$ cat src/rtl/instruction_encoder.sv
// Single-stage register encoder: packs RISC-V I/S/B/R fields into a 32-bit
// word, flags unencodable requests (emitted as NOP), and counts consumed
// good and rejected results with saturating counters.
module instruction_encoder #(
   parameter int CNT_W = 16
) (
   input  logic             clk,
   input  logic             rst,
   input  logic             in_valid,
   output logic             in_ready,
   input  logic [6:0]       opcode,
   input  logic [4:0]       rd,
   input  logic [4:0]       rs1,
   input  logic [4:0]       rs2,
   input  logic [2:0]       funct3,
   input  logic [6:0]       funct7,
   input  logic [31:0]      imm,
   output logic             out_valid,
   input  logic             out_ready,
   output logic [31:0]      instruction,
   output logic             err,
   output logic [CNT_W-1:0] enc_count,
   output logic [CNT_W-1:0] err_count
);

   localparam logic [6:0]  OP_LOAD = 7'b0000011;
   localparam logic [6:0]  OP_IMM  = 7'b0010011;
   localparam logic [6:0]  OP_ST   = 7'b0100011;
   localparam logic [6:0]  OP_BR   = 7'b1100011;
   localparam logic [6:0]  OP_REG  = 7'b0110011;
   localparam logic [31:0] NOP     = 32'h0000_0013;

   logic             out_valid_q, out_valid_d;
   logic [31:0]      instr_q, instr_d;
   logic             err_q, err_d;
   logic [CNT_W-1:0] enc_cnt_q, enc_cnt_d;
   logic [CNT_W-1:0] err_cnt_q, err_cnt_d;

   logic [31:0] enc_word;
   logic        enc_err;
   logic        fits12, fits13;
   logic        in_hs, out_hs;

   // Sign-extension test: a value fits N signed bits when the bits above
   // N-2 are all copies of the sign bit.
   assign fits12 = (&imm[31:11]) | ~(|imm[31:11]);
   assign fits13 = (&imm[31:12]) | ~(|imm[31:12]);

   // Field packing and legality check; illegal requests collapse to NOP.
   always_comb begin
      enc_word = NOP;
      enc_err  = 1'b0;
      unique case (opcode)
         OP_LOAD, OP_IMM: begin
            enc_err  = !fits12;
            enc_word = {imm[11:0], rs1, funct3, rd, opcode};
         end
         OP_ST: begin
            enc_err  = !fits12;
            enc_word = {imm[11:5], rs2, rs1, funct3, imm[4:0], opcode};
         end
         OP_BR: begin
            // 13-bit range is -4096..4095; the odd 4095 is excluded by imm[0].
            enc_err  = !fits13 || imm[0];
            enc_word = {imm[12], imm[10:5], rs2, rs1, funct3, imm[4:1], imm[11], opcode};
         end
         OP_REG: begin
            enc_word = {funct7, rs2, rs1, funct3, rd, opcode};
         end
         default: enc_err = 1'b1;
      endcase
      if (enc_err) enc_word = NOP;
   end

   assign in_ready = !out_valid_q || out_ready;
   assign in_hs    = in_valid && in_ready;
   assign out_hs   = out_valid_q && out_ready;

   // Output register next-state: drain on consume, reload on accept, and
   // bump the matching saturating counter for each consumed result.
   always_comb begin
      out_valid_d = out_valid_q;
      instr_d     = instr_q;
      err_d       = err_q;
      enc_cnt_d   = enc_cnt_q;
      err_cnt_d   = err_cnt_q;
      if (out_hs) begin
         out_valid_d = 1'b0;
         if (err_q) begin
            if (err_cnt_q != '1) err_cnt_d = err_cnt_q + CNT_W'(1);
         end else begin
            if (enc_cnt_q != '1) enc_cnt_d = enc_cnt_q + CNT_W'(1);
         end
      end
      if (in_hs) begin
         out_valid_d = 1'b1;
         instr_d     = enc_word;
         err_d       = enc_err;
      end
   end

   // State registers; reset drops any pending result uncounted.
   always_ff @(posedge clk) begin
      if (rst) begin
         out_valid_q <= 1'b0;
         instr_q     <= '0;
         err_q       <= 1'b0;
         enc_cnt_q   <= '0;
         err_cnt_q   <= '0;
      end else begin
         out_valid_q <= out_valid_d;
         instr_q     <= instr_d;
         err_q       <= err_d;
         enc_cnt_q   <= enc_cnt_d;
         err_cnt_q   <= err_cnt_d;
      end
   end

   assign out_valid   = out_valid_q;
   assign instruction = instr_q;
   assign err         = err_q;
   assign enc_count   = enc_cnt_q;
   assign err_count   = err_cnt_q;

endmodule

$ cat config.mk
export PLATFORM = sky130hd
export DESIGN_NAME = instruction_encoder
export DESIGN_NICKNAME = d
export VERILOG_FILES = /design/src/rtl/instruction_encoder.sv
export SDC_FILE = /design/constraint.sdc
export NUM_CORES = 1
export LEC_CHECK = 0
export CAP_MARGIN = 40
export CORE_MARGIN = 8
export CORE_UTILIZATION = 30
export DETAILED_ROUTE_END_ITERATION = 8
export PLACE_DENSITY = 0.69
export RECOVER_POWER = 25
export SKIP_CTS_REPAIR_TIMING = 1
export SYNTH_ARGS = -nofsm -noshare
export SYNTH_HDL_FRONTEND = slang
export SYNTH_SLANG_ARGS = --single-unit
export TNS_END_PERCENT = 20
$ cat constraint.sdc
create_clock -name clk -period 2.2 [get_ports clk]
set_input_delay 0.33 -clock clk [delete_from_list [all_inputs] [get_ports clk]]
set_output_delay 0.33 -clock clk [all_outputs]
set_load 0.01 [all_outputs]
* Yosys cells after proc, flatten, opt, wreduce, memory -nomap -nowiden
Index checks and enable logic that the tools add are counted.
Word-level totals: output and inout bits 67, word-level logic and storage cells 40, flip-flop bits (word level) 66, input bits 68
Operators by class: $add $sub $neg 2, bitwise operators 5, mux-type cells 5, reduce and logical (&&, ||, !) cells 16, equality and inequality tests 7
Operators by type and width (count):
- 32-bit case mux with 4 select lines | 1
- 16-bit by 1-bit adder with 16-bit output, second input constant | 2
- 32-bit 2-to-1 mux | 1
- 16-bit inequality test, second input constant | 2
- 21-bit AND reduction | 1
- 21-bit OR reduction | 1
- 20-bit AND reduction | 1
- 20-bit OR reduction | 1
- 7-bit by 6-bit == test with 1-bit output, second input constant | 2
- 7-bit by 2-bit == test with 1-bit output, second input constant | 1
- 7-bit by 5-bit == test with 1-bit output, second input constant | 1
- 7-bit == test, second input constant | 1
- 3-bit AND reduction | 2
- 1-bit zero test | 3
- 1-bit NOT | 3
- 1-bit case mux with 3 select lines | 1
- 3-bit OR reduction | 1
- 1-bit logical AND | 2
- 1-bit logical OR | 2
- 1-bit 2-to-1 mux | 2
- 1-bit OR | 2
- 2-bit nonzero test | 1
- 2-bit OR reduction | 1

* Depth between registers and ports, before layout
Gate-level depths: netlist of the first run.
word-level depth 7, gate-level depth with buffers 7

* Worst setup path before layout of the first run
No wires, ideal clock.
path type reg-to-reg, from register enc_cnt_q[6] (netlist: enc_count[6]), to register enc_cnt_q[15] (netlist: enc_count[15]), slack 444 ps, required time 2130 ps, path buffers 1, arrival 1685 ps, cell stages (with the launch flop) 7, path through dfxtp_1 > and4_4 > nand3_2 > buf_6 > or3_1 > or3_1 > a21oi_1
Between the ends: longest elaborated chain between the ends 2, elaborated cells on any way between the ends 3
RTL lines:
- start, declared | line 36 | logic [CNT_W-1:0] enc_cnt_q, enc_cnt_d;
- start signal, assigned | line 114 | enc_cnt_q <= enc_cnt_d;
- parallel branches: the longest is 2 deep, another holds 16-bit by 1-bit adder with 16-bit output
Several ways; the timed one is not identified. A chain may end at the register's enable or synchronous reset.

* Worst setup path after layout of the first run
from input port out_ready, to register instr_q[14] (netlist: instruction[14])
Between the ends: longest elaborated chain between the ends 2
RTL lines:
- start, declared | line 19 | input logic out_ready,
- 1-bit logical OR | line 75 | assign in_ready = !out_valid_q || out_ready;
- 1-bit logical AND | line 76 | assign in_hs = in_valid && in_ready;
- end signal, assigned | line 112 | instr_q <= instr_d;
- end, declared | line 34 | logic [31:0] instr_q, instr_d;
No other way between the ends.

==> reports/qor.txt, run 1 <==
internal power: 1.99 mW
Antenna Nets Post-Route: 0
Setup crit start: out_ready
Nets: 619
Largest stage delay, worst path: 0.56 ns
Setup TNS: 0 ns
reg2reg end: enc_count[15]
worst slew pin tran: 0.694 ns
Critical Path AT: 2.35 ns
largest net degree at the start of global routing: 26
# IOs: 135
first-pass GRT wire length: 18200 um
FF-to-FF path depth: 5
CTS tree: built
Yosys warnings: 0
Top FF cell, synth: dfxtp_1
kind of critical path: input port to register
Hold Crit Start: rst
CTS root buffer: clkbuf_8
DR iter-0 viols: 227
number of flops mapped to enable cells by yosys: 0
Rel. slew slack: 53.4%
final slew viol count: 0
share of layout cells above drive strength 1: 11.2%
Clock Pin Slew Worst Setup and Hold Paths: 0.07 ns
combinational share of power: 12.0%
fraction of the yosys area taken by sequential cells: 39.8%
Final setup violation count: 0
antenna violations before repair: 0
# Max-Cap Violations: 0
register area: 1320 um^2
detailed-route DRC error count: 0
drt pass-1 iters: 4
portion of total power attributed to sequential cells: 47.2%
CP Buf/Inv Count: 3
Synth Register Bits: 66
clk_lat worst skew: 0.33 ns
Hold Crit Class: input port to register
grt ovf: 0
Cell Area, Synth: 3320 um^2
die width: 121 um
Die ar.: 14700 um^2
vias in the first global route: 3768
switching share of power: 22.7%
r2r setup slk: 0.25 ns
Core Rows: 38
Starting Density: 30.6%
Worst Hold End: instruction[1]
switching power: 583 uW
status: finished, final reports clean
Netlist cell types: 50
reg-to-reg startpoint: enc_count[6]
wire per inst: 15.9 um
layout filler cell count: 1079
syn_nets: 460
DIE HEIGHT: 121 um
hold depth: 2
Post-Syn Area per Cell: 8.51 um^2
Tcrit/Tclk final: 94.8%
CTS Buf Count: 9
Async SR Flop Fraction: 0%
max frequency: 480 MHz
vias per inst: 5.33
CP Max Fanout: 13
fin worst setup slack: 0.115 ns
footprint of the multi-input gates: 1860 um^2
global-route usage over all layers: 15.0%
GP Congestion: 0.835
Critical Path Start Type: input port
Layout area overhead: 56.8%
Final Hold Vio Count: 0
clock share of power: 40.8%
maximum vdd ir drop: 0.000272 V
unrepaired setup endpoints after global routing: no
via count: 3695
port bufs: 134
Final min period: 2.08 ns
Routed Wire Length: 11000 um
dpl ws: -0.143 ns
Critical Path Sink Type: register
leak pwr: 1.93 nW
critical-path cell list: dlygate4sd3_1 -> nand2b_1 -> nand2_1 -> buf_4 -> clkbuf_1 -> a22oi_1 -> a21oi_1
PD cells: 493 nW/um^2
Syn Inst Count: 390
slowest stage cell on the critical path: dlygate4sd3_1
CTS max path bufs: 2
family with the most delay on the worst path: buffers and inverters
H-tree depth: 3
core footprint: 10800 um^2
Ant. Diodes: 0
Num Clock Sinks: 66
Max Clock Skew: 0.00758 ns
Critical Path RT: 2.46 ns
Final HPWL DP: 8630 um
-- cell families after synthesis --
group	count (synthesis)	synth area share (%)
xor+xnor	13	3.43
compound gates	115	24.9
fa+ha+maj	2	0.754
flops	66	39.8
mux	4	1.21
buf+inv	34	4.30
simple gates	156	25.6
-- power by group through the flow --
| stage | clock network (mW) | logic, mW | registers [mW] |
|---|---|---|---|
| after floorplan | 0 | 0.0987 | 1.24 |
| after global placement | 0 | 0.305 | 1.24 |
| after detailed placement | 0 | 0.310 | 1.24 |
| after CTS | 1.09 | 0.311 | 1.21 |
| after global routing | 1.15 | 0.333 | 1.21 |
| final | 1.05 | 0.308 | 1.21 |
-- layout by cell type (no fill, tap or decap), types with 6 or more instances in the layout --
master | Yosys | layout
clkdlybuf4s50_1 | 0 | 106
dfxtp_1 | 66 | 66
buf_4 | 1 | 34
nand2_1 | 29 | 29
a21oi_1 | 27 | 27
dlygate4sd3_1 | 0 | 27
nor2_1 | 25 | 25
and3_1 | 18 | 18
nor3_1 | 14 | 14
o31ai_1 | 13 | 13
xor2_1 | 13 | 13
o2111ai_1 | 13 | 13
nand4_1 | 12 | 12
nand3_1 | 11 | 12
o21ai_0 | 12 | 12
clkbuf_8 | 0 | 12
inv_1 | 10 | 10
o211ai_1 | 10 | 10
a22oi_1 | 10 | 10
or3_1 | 8 | 8
and2_1 | 7 | 7
a222oi_1 | 6 | 6
nor4_1 | 6 | 6
-- cells in the mapped netlist (all sizes together), types with 4 or more instances --
library cell	number	area share [%]
and2	7	1.3
nand2b	4	0.75
o22ai	4	0.94
nor3	14	2.1
nand3b	4	0.90
or3	8	1.5
o21a	5	1.1
o211ai	10	2.3
dfxtp	66	40
a22o	5	1.3
nand3	12	2.0
mux2i	4	1.2
nand4	12	2.3
inv	10	1.1
and4	5	1.4
a222oi	6	1.8
a22oi	10	2.3
or4	4	0.90
buf	6	1.1
nor4	6	1.1
a21oi	27	4.1
o2111ai	13	3.4
nor2	26	3.0
and3	18	3.4
nand2	29	3.3
xor2	13	3.4
o21ai	14	2.1
o31ai	13	2.9
clkbuf	17	1.9
-- worst max-delay path by stage --
stage,end,cells past startpoint
2_1_floorplan,enc_count[15],6
3_3_place_gp,instruction[26],5
3_5_place_dp,instruction[27],5
4_1_cts,in_ready,4
5_1_grt,instruction[5],7
6_report,instruction[14],7
-- registers in the layout, indices dropped and copies added (netlist names) --
register / flops
err_count: 16
instruction: 32
out_valid: 1
enc_count: 16
err: 1
-- through the flow --
stage	cell area, um^2	util (%)	hold slack [ns]	std cells	power, mW
4_1_cts	5210	48.1	0.302	692	2.61
6_report	5210	48.0	0.323	693	2.57
2_1_floorplan	3320	-	0.459	390	1.34
3_5_place_dp	5010	46.2	0.447	677	1.55
5_1_grt	5210	48.0	0.314	693	2.69
3_3_place_gp	5010	46.2	0.442	677	1.54
-- area by class of cell --
cell class,count,area share [%]
Timing Repair Buffer,171,30.9
Sequential cell,66,25.4
Clock buffer,13,3.24
Inverter,11,0.793
Tap cell,140,3.36
Multi-Input combinational cell,290,35.7
Clock inverter,2,0.673
-- layer usage --
layer	global-route usage (%)	vias to the layer above	part of all wire, %	routed length (um)
li1	-	1816	-	-
met1	17.6	1748	43	4730
met2	24.8	124	47	5170
met3	6.05	7	9.3	1020
met4	4.09	0	0.60	66
met5	0	-	0	0
-- worst reg2reg max path: stages (launching register included) --
cell and delay [ns]:
dfxtp_1 0.41, and4_4 0.25, nand3_1 0.30, or3_1 0.47, or3_1 0.31, a21oi_1 0.14
(Power assumes the default switching activity.)
==> inputs of run 2 (changes only) <==
SLEW_MARGIN = 20   (was not set)
==> reports/qor.txt, run 2 (synthesized netlist as in run 1, its figures left out) <==
status: finished, final reports clean
Largest stage delay, worst path: 0.56 ns (about the same)
Final HPWL DP: 8630 um (unchanged)
worst slew pin tran: 0.694 ns (+0.000303 ns)
Hold Crit Class: input port to register
DR WL met2: 5080 um (-1.8%)
share of layout cells above drive strength 1: 11.2% (unchanged)
Die ar.: 14700 um^2 (unchanged)
Starting Density: 30.6% (unchanged)
tightest hold margin: 0.323 ns (-0.000136 ns)
Core Rows: 38 (unchanged)
Antenna Nets Post-Route: 0 (unchanged)
reg-to-reg startpoint: enc_count[6]
CTS max path bufs: 2 (unchanged)
CTS Buf Count: 9 (unchanged)
via count: 3672 (-0.62%)
vias in the first global route: 3768 (unchanged)
DIE HEIGHT: 121 um (unchanged)
wire per inst: 15.7 um (-0.88%)
Layout area overhead: 56.8% (about the same)
GP Congestion: 0.835 (unchanged)
global-route usage over all layers: 15.0% (unchanged)
Nets: 619 (unchanged)
reg2reg end: enc_count[15]
antenna violations before repair: 0 (unchanged)
Tcrit/Tclk final: 93.8% (-1.0 points)
leading cell type in the layout, fill and taps excluded: clkdlybuf4s50_1
grt ovf: 0 (unchanged)
number of flip-flops in the largest register: 32 (unchanged)
Final Hold Vio Count: 0 (unchanged)
slowest stage cell on the critical path: dlygate4sd3_1
largest net degree at the start of global routing: 26 (unchanged)
Ant. Diodes: 0 (unchanged)
CP Max Fanout: 13 (unchanged)
leak pwr: 1.93 nW (about the same)
Critical Path AT: 2.32 ns (-0.03 ns)
Routed met1 length: 4790 um (+1.4%)
DR top layer: met4
clk_lat worst skew: 0.33 ns (about the same)
drt pass-1 iters: 4 (unchanged)
Routed Wire Length: 10900 um (-0.88%)
commonest cells after routing, fill and taps aside: clkdlybuf4s50_1 (106), dfxtp_1 (66), buf_4 (34), nand2_1 (29)
crit path to: instruction[14]
first-pass GRT wire length: 18200 um (unchanged)
FF-to-FF path depth: 5 (unchanged)
kind of critical path: input port to register
Critical Path RT: 2.46 ns (about the same)
maximum vdd ir drop: 0.000271 V (-0.34%)
H-tree depth: 3 (unchanged)
unrepaired setup endpoints after global routing: no
# IOs: 135 (unchanged)
max frequency: 485 MHz (+1.1%)
Max Clock Skew: 0.00687 ns (-0.000707 ns)
Critical Path Start Type: input port
port bufs: 134 (unchanged)
layout filler cell count: 1075 (-0.37%)
fin worst setup slack: 0.137 ns (+0.0221 ns)
vias per inst: 5.30 (-0.62%)
Critical Path Sink Type: register
DR iter-0 viols: 246 (+8.4%)
metal3 WL: 954 um (-6.7%)
critical-path cell list: dlygate4sd3_1 -> nand2b_1 -> nand2_1 -> buf_4 -> clkbuf_1 -> a22oi_1 -> a21oi_1
CTS tree: built
Num Clock Sinks: 66 (unchanged)
dpl ws: -0.143 ns (unchanged)
Rel. slew slack: 53.4% (about the same)
CTS root buffer: clkbuf_8
Setup crit start: out_ready
Final setup violation count: 0 (unchanged)
core footprint: 10800 um^2 (unchanged)
Clock Pin Slew Worst Setup and Hold Paths: 0.07 ns (about the same)
Final min period: 2.06 ns (-0.0221 ns)
PD cells: 494 nW/um^2 (about the same)
r2r setup slk: 0.25 ns (about the same)
detailed-route DRC error count: 0 (unchanged)
# Max-Cap Violations: 0 (unchanged)
die width: 121 um (unchanged)
final slew viol count: 0 (unchanged)
## run 2: worst min path at each step
| stage | start | end | slack [ns] | cells after the start |
|---|---|---|---|---|
| global placement | instruction[6] | instruction[6] | 0.44 | 2 |
| global route | rst | instruction[0] | 0.31 | 2 |
| detailed placement | instruction[10] | instruction[10] | 0.45 | 2 |
| finish | rst | instruction[1] | 0.32 | 2 |
| CTS | rst | enc_count[6] | 0.30 | 2 |
| floorplan | in_valid | out_valid | 0.46 | 2 |
## run 2: area by class of cell
type / count / area (um^2) / share of cell area (%)
Clock buffer: 13 / 169 / 3.25
Multi-Input combinational cell: 290 / 1860 / 35.7
Inverter: 11 / 41.3 / 0.793
Timing Repair Buffer: 171 / 1600 / 30.8
Sequential cell: 66 / 1320 / 25.4
Tap cell: 140 / 175 / 3.37
Clock inverter: 2 / 35.0 / 0.673
## run 2: power by group
part | switching [mW] | internal (mW)
Sequential | 0.00829 | 1.20
Combinational | 0.134 | 0.172
Clock | 0.440 | 0.610
Total | 0.582 | 1.99
## run 2: per-layer routing
layer,track usage (%),vias up
li1,-,1815
met3,6.05,7
met1,17.6,1751
met2,24.8,99
met5,0,-
met4,4.09,0
## run 2: worst max-delay path: cells and delay by family
family | cells | cell delay (ns)
and+or+nand+nor | 2 | 0.31
AOI/OAI and AO/OA | 2 | 0.36
buffers and inverters | 3 | 1.31
## run 2: stage by stage
step | instances | utilization (%) | power, mW | TNS [ns] | area, um^2
final | 693 | 48.0 | 2.57 | 0 | 5200
after detailed placement | 677 | 46.2 | 1.55 | -1.32 | 5010
after floorplan | 390 | - | 1.34 | 0 | 3320
after global placement | 677 | 46.2 | 1.54 | -0.448 | 5010
after global routing | 693 | 48.0 | 2.69 | 0 | 5200
after CTS | 692 | 48.1 | 2.61 | 0 | 5210
